## config.mk

```make
export PLATFORM = sky130hd
export DESIGN_NAME = i2c_sched
export DESIGN_NICKNAME = d
export VERILOG_FILES = /design/src/rtl/i2c_sched.sv
export SDC_FILE = /design/constraint.sdc
export NUM_CORES = 1
export LEC_CHECK = 0
export CELL_PAD_IN_SITES_DETAIL_PLACEMENT = 1
export CELL_PAD_IN_SITES_GLOBAL_PLACEMENT = 1
export CORE_UTILIZATION = 31
export CTS_CLUSTER_DIAMETER = 100
export DETAILED_ROUTE_END_ITERATION = 16
export DONT_BUFFER_PORTS = 1
export PLACE_DENSITY_LB_ADDON = 0.1
export SLEW_MARGIN = 20
export SYNTH_ARGS = -nofsm -noshare
export SYNTH_HDL_FRONTEND = slang
export SYNTH_SLANG_ARGS = --single-unit
```

## constraint.sdc

```tcl
create_clock -name clk_256fs -period 1.67 [get_ports clk_256fs]
set_clock_uncertainty 0.05 [all_clocks]
set_input_delay 0.4175 -clock clk_256fs [delete_from_list [all_inputs] [get_ports clk_256fs]]
set_output_delay 0.4175 -clock clk_256fs [all_outputs]
set_load 0.05 [all_outputs]
```

## src/rtl/i2c_sched.sv

```systemverilog
// Arbiter for the shared I2C engine: codec init first, then round-robin between
// the four requesters, with a watchdog that aborts a stuck engine transaction.
module i2c_sched #(
   parameter int TIMEOUT = 65535
) (
   input  logic       clk_256fs,
   input  logic       rst,
   input  logic [3:0] req,
   output logic [3:0] grant,
   output logic [1:0] sel,
   output logic       eng_start,
   input  logic       eng_done,
   input  logic       eng_nack,
   output logic       eng_abort,
   output logic [3:0] done,
   output logic       nack,
   output logic       timeout_err,
   output logic       init_done
);

   typedef enum logic [1:0] {IDLE, ISSUE, WAIT, RELEASE} state_t;

   localparam logic [15:0] TIMER_LAST = 16'(TIMEOUT - 1);

   state_t      state, state_nxt;
   logic [3:0]  grant_nxt, done_nxt;
   logic [1:0]  sel_nxt;
   logic [1:0]  last, last_nxt;
   logic [15:0] timer, timer_nxt;
   logic        eng_start_nxt, eng_abort_nxt, nack_nxt, timeout_err_nxt, init_done_nxt;
   logic [3:0]  cand;
   logic [2:0]  win;

   // Returns {found, index}; the requester right after last_idx has top priority.
   function automatic logic [2:0] rr_pick(input logic [3:0] r, input logic [1:0] last_idx);
      logic [2:0] res;
      logic [1:0] idx;
      res = 3'b000;
      for (int i = 4; i >= 1; i--) begin
         idx = last_idx + 2'(i);
         if (r[idx]) res = {1'b1, idx};
      end
      return res;
   endfunction

   // Until the codec is initialised only requester 0 may compete.
   assign cand = init_done ? req : {3'b000, req[0]};
   assign win  = rr_pick(cand, last);

   always_comb begin
      state_nxt       = state;
      grant_nxt       = grant;
      sel_nxt         = sel;
      last_nxt        = last;
      timer_nxt       = timer;
      init_done_nxt   = init_done;
      eng_start_nxt   = 1'b0;
      eng_abort_nxt   = 1'b0;
      done_nxt        = 4'b0000;
      nack_nxt        = 1'b0;
      timeout_err_nxt = 1'b0;
      case (state)
         IDLE: begin
            if (win[2]) begin
               grant_nxt = 4'b0001 << win[1:0];
               sel_nxt   = win[1:0];
               state_nxt = ISSUE;
            end
         end
         ISSUE: begin
            eng_start_nxt = 1'b1;
            timer_nxt     = 16'd0;
            state_nxt     = WAIT;
         end
         WAIT: begin
            // A completion arriving on the last timer count beats the watchdog.
            if (eng_done) begin
               done_nxt  = grant;
               nack_nxt  = eng_nack;
               state_nxt = RELEASE;
            end else if (timer == TIMER_LAST) begin
               done_nxt        = grant;
               nack_nxt        = 1'b1;
               eng_abort_nxt   = 1'b1;
               timeout_err_nxt = 1'b1;
               state_nxt       = RELEASE;
            end else begin
               timer_nxt = timer + 16'd1;
            end
         end
         RELEASE: begin
            grant_nxt = 4'b0000;
            sel_nxt   = 2'd0;
            last_nxt  = sel;
            if (done[0] && !nack) init_done_nxt = 1'b1;
            state_nxt = IDLE;
         end
         default: state_nxt = IDLE;
      endcase
   end

   always_ff @(posedge clk_256fs) begin
      if (rst) begin
         state       <= IDLE;
         grant       <= 4'b0000;
         sel         <= 2'd0;
         last        <= 2'd3;
         timer       <= 16'd0;
         init_done   <= 1'b0;
         eng_start   <= 1'b0;
         eng_abort   <= 1'b0;
         done        <= 4'b0000;
         nack        <= 1'b0;
         timeout_err <= 1'b0;
      end else begin
         state       <= state_nxt;
         grant       <= grant_nxt;
         sel         <= sel_nxt;
         last        <= last_nxt;
         timer       <= timer_nxt;
         init_done   <= init_done_nxt;
         eng_start   <= eng_start_nxt;
         eng_abort   <= eng_abort_nxt;
         done        <= done_nxt;
         nack        <= nack_nxt;
         timeout_err <= timeout_err_nxt;
      end
   end

endmodule

```

==> qor.yml <==
synth.largest_area_cell: "dfxtp_1"
p_clk_frac: 0.324
total_leakage_power_uw: 0.000834
grt_overflow_total: 0
synth.area.top_cells: "dfxtp_1 (40%), xnor2_1 (7.2%), nor2_1 (5.3%)"
switching_share: 0.303
grt_pass1_vias: 1680
power_frac_comb: 0.281
synth_cell_types: 44
wl_per_cell_um: 15.6
period_minus_slack_ns: 1.72
violations: "negative setup slack"
rows: 26
drt_iter0_drc: 34
cp-start-kind: "flop"
cp_max_fo: 10
synth_fp_nets: 203
synthesis.area_mm2: 0.00170
post-dp-hpwl_um: 3340
grt_max_degree: 19
power.share.sequential: 0.395
synth_async_sr_flop_share: 0
worstMarginPinSlew_ns: 0.553
hold_viol: 0
dr.pass1.iters: 3
finalMaxSlewViolations: 0
io_buffers: 0
synth-seq-cells: 34
post-route-period-util: 1.03
antenna_found_initial: 0
relSlewSlack: 0.631
maxCapViolations: 0
path_cells: "and2_2, and4_4, buf_4, a211oi_1, xnor2_1, nor2_1"
cts_tree: "built"
design.core.area_mm2: 0.00520
vias_per_cell: 4.98
finalWorstSetupSlack_ns: -0.0492
rsz0062_at_grt: "true"
p_sw_uw: 731
crit_required_ns: 1.80
ir_drop_mv: 0.421
drc: 0
syn_to_final_growth_pct: 39.2
ys_warn_count: 0
die_w_um: 76.0
cts_root_buffer: "clkbuf_8"
drive_gt1_frac: 0.386
cellPowerDensity_mw_per_mm2: 1020
max_stage_delay_ns: 0.34
hold_path_depth: 1
die_h_um: 76.0
clockBufferDepth: 2
grt_pass1_wl_um: 7760
pin_count: 23
yosysSeqAreaShare: 0.401
fillCellCount: 608
start_util: 0.326
num_vias: 1510
hold_ws_ns: 0.145
synth_edf_count: 0
synth_area_per_cell_um2: 9.02
max_freq_mhz: 582
numCtsBuffers: 5
layout_commonest_cell: "buf_4"
path_clk_slew_ns: 0.07
status: "finished with violations"
intPower_uw: 1680
ff2ff_path_depth: 6
worst_skew_pair.late_latency_ns: 0.28
cpMaxStageDelayCell: "a211oi_1"
clock_sinks: 34
gp_congestion: 0.760
track_usage: 0.167
syn_inst: 188
dominantRegCellSynth: "dfxtp_1"
cts_hold_buf: 0
wirelength_um: 4730
power_uw: 2410
dieArea_mm2: 0.00577
critical_path_class: "reg -> reg"
layout.nets: 248
postRouteAntennaNets: 0
synth_top_area_frac: 0.401
endpoint_kind: "flop"
crit_arrival_ns: 1.85
setup_violations: 2
mostFrequentLayoutCells: "buf_4 (40), dfxtp_1 (30), nor2_1 (23)"
diodes: 0
htree_levels: 2
hp-class: "in -> reg"
pre_cts_slack_ns: -0.146
[final cells by class]
type / count / area [um^2] / area share
multi-input combinational: 140 / 1090 / 0.462
timing repair buffer: 44 / 354 / 0.150
inverter: 8 / 30.0 / 0.0127
clock buffer: 6 / 82.6 / 0.0350
sequential: 34 / 686 / 0.290
clock inverter: 1 / 30.0 / 0.0127
tap: 70 / 87.6 / 0.0371
[power by group through the flow]
| stage | combinational (uW) | sequential (uW) | clock [uW] |
|---|---|---|---|
| 6_report | 678 | 951 | 780 |
| 5_1_grt | 745 | 959 | 837 |
| 4_1_cts | 619 | 952 | 804 |
| 3_5_place_dp | 588 | 969 | 0 |
| 3_3_place_gp | 559 | 966 | 0 |
| 2_1_floorplan | 326 | 970 | 0 |
[cell families (layout without fill, tap and decap cells)]
group,Yosys count,count (layout),synth area share
AO/OA/AOI/OAI,37,37,0.164
multiplexers,3,3,0.0192
XOR/XNOR,14,14,0.0723
adder cells (fa/ha/maj),8,8,0.0575
flip-flops,34,34,0.401
buffers and inverters,15,59,0.0428
AND/OR/NAND/NOR,77,78,0.243
[cells in the mapped netlist, types with 2 or more instances]
| master | count |
|---|---|
| a2111oi_2 | 2 |
| a211o_1 | 2 |
| a211oi_1 | 11 |
| a21oi_1 | 5 |
| a22oi_1 | 2 |
| and2_1 | 4 |
| and4_4 | 2 |
| clkbuf_1 | 4 |
| dfxtp_1 | 34 |
| ha_1 | 7 |
| inv_1 | 8 |
| mux2_2 | 2 |
| nand2_1 | 11 |
| nand2b_1 | 9 |
| nand3_1 | 5 |
| nand4_1 | 3 |
| nor2_1 | 24 |
| nor2b_1 | 6 |
| nor3_1 | 2 |
| nor3b_1 | 2 |
| o21ai_0 | 6 |
| or2_2 | 2 |
| xnor2_1 | 14 |
[registers in the layout, indices dropped and copies added, names as in the netlist, 2 cells and up]
register,count
timer,16
done,4
grant,4
last,2
sel,2
state,2
[critical path: cells and delay by family, from the launching register on]
family / cells / cell delay [ns]
AOI/OAI and AO/OA: 1 / 0.34
xor gates and xnor gates: 1 / 0.18
buffers and inverters: 1 / 0.17
DFF: 1 / 0.32
and+or+nand+nor: 3 / 0.54
[layer usage]
layer  track usage  vias up  routed length [um]
met2         0.326       16                2710
li1              -      739                   -
met3        0.0443        6                 148
met1         0.171      749                1830
met4        0.0500        0                  42
met5             0        -                   0
[worst paths after layout]
path	start	to	slack [ns]
hold / removal	rst	timer[0]	0.15
setup / recovery	timer[5]	timer[4]	-0.05
setup reg to reg	timer[5]	timer[4]	-0.05
hold reg to reg	timer[9]	timer[9]	0.48
[what timing repair did]
action | CTS | global route
pin swaps | 2 | 10
buffers inserted | 2 | 7
hold endpoints to repair | 0 | 0
resized for setup | 12 | 24
endpoints found under the setup margin | 18 | 25
gates cloned | 0 | 1
[through the flow]
stage	cell area [um^2]	utilization	instances	TNS [ns]
detailed placement	2020	0.388	286	-0.874
finish	2360	0.454	303	-0.0532
global route	2360	0.454	303	-0.499
floorplan	1700	-	188	0
global placement	2020	0.388	286	-0.352
CTS	2210	0.425	295	-0.00572
Power figures use the tool's default switching activity.
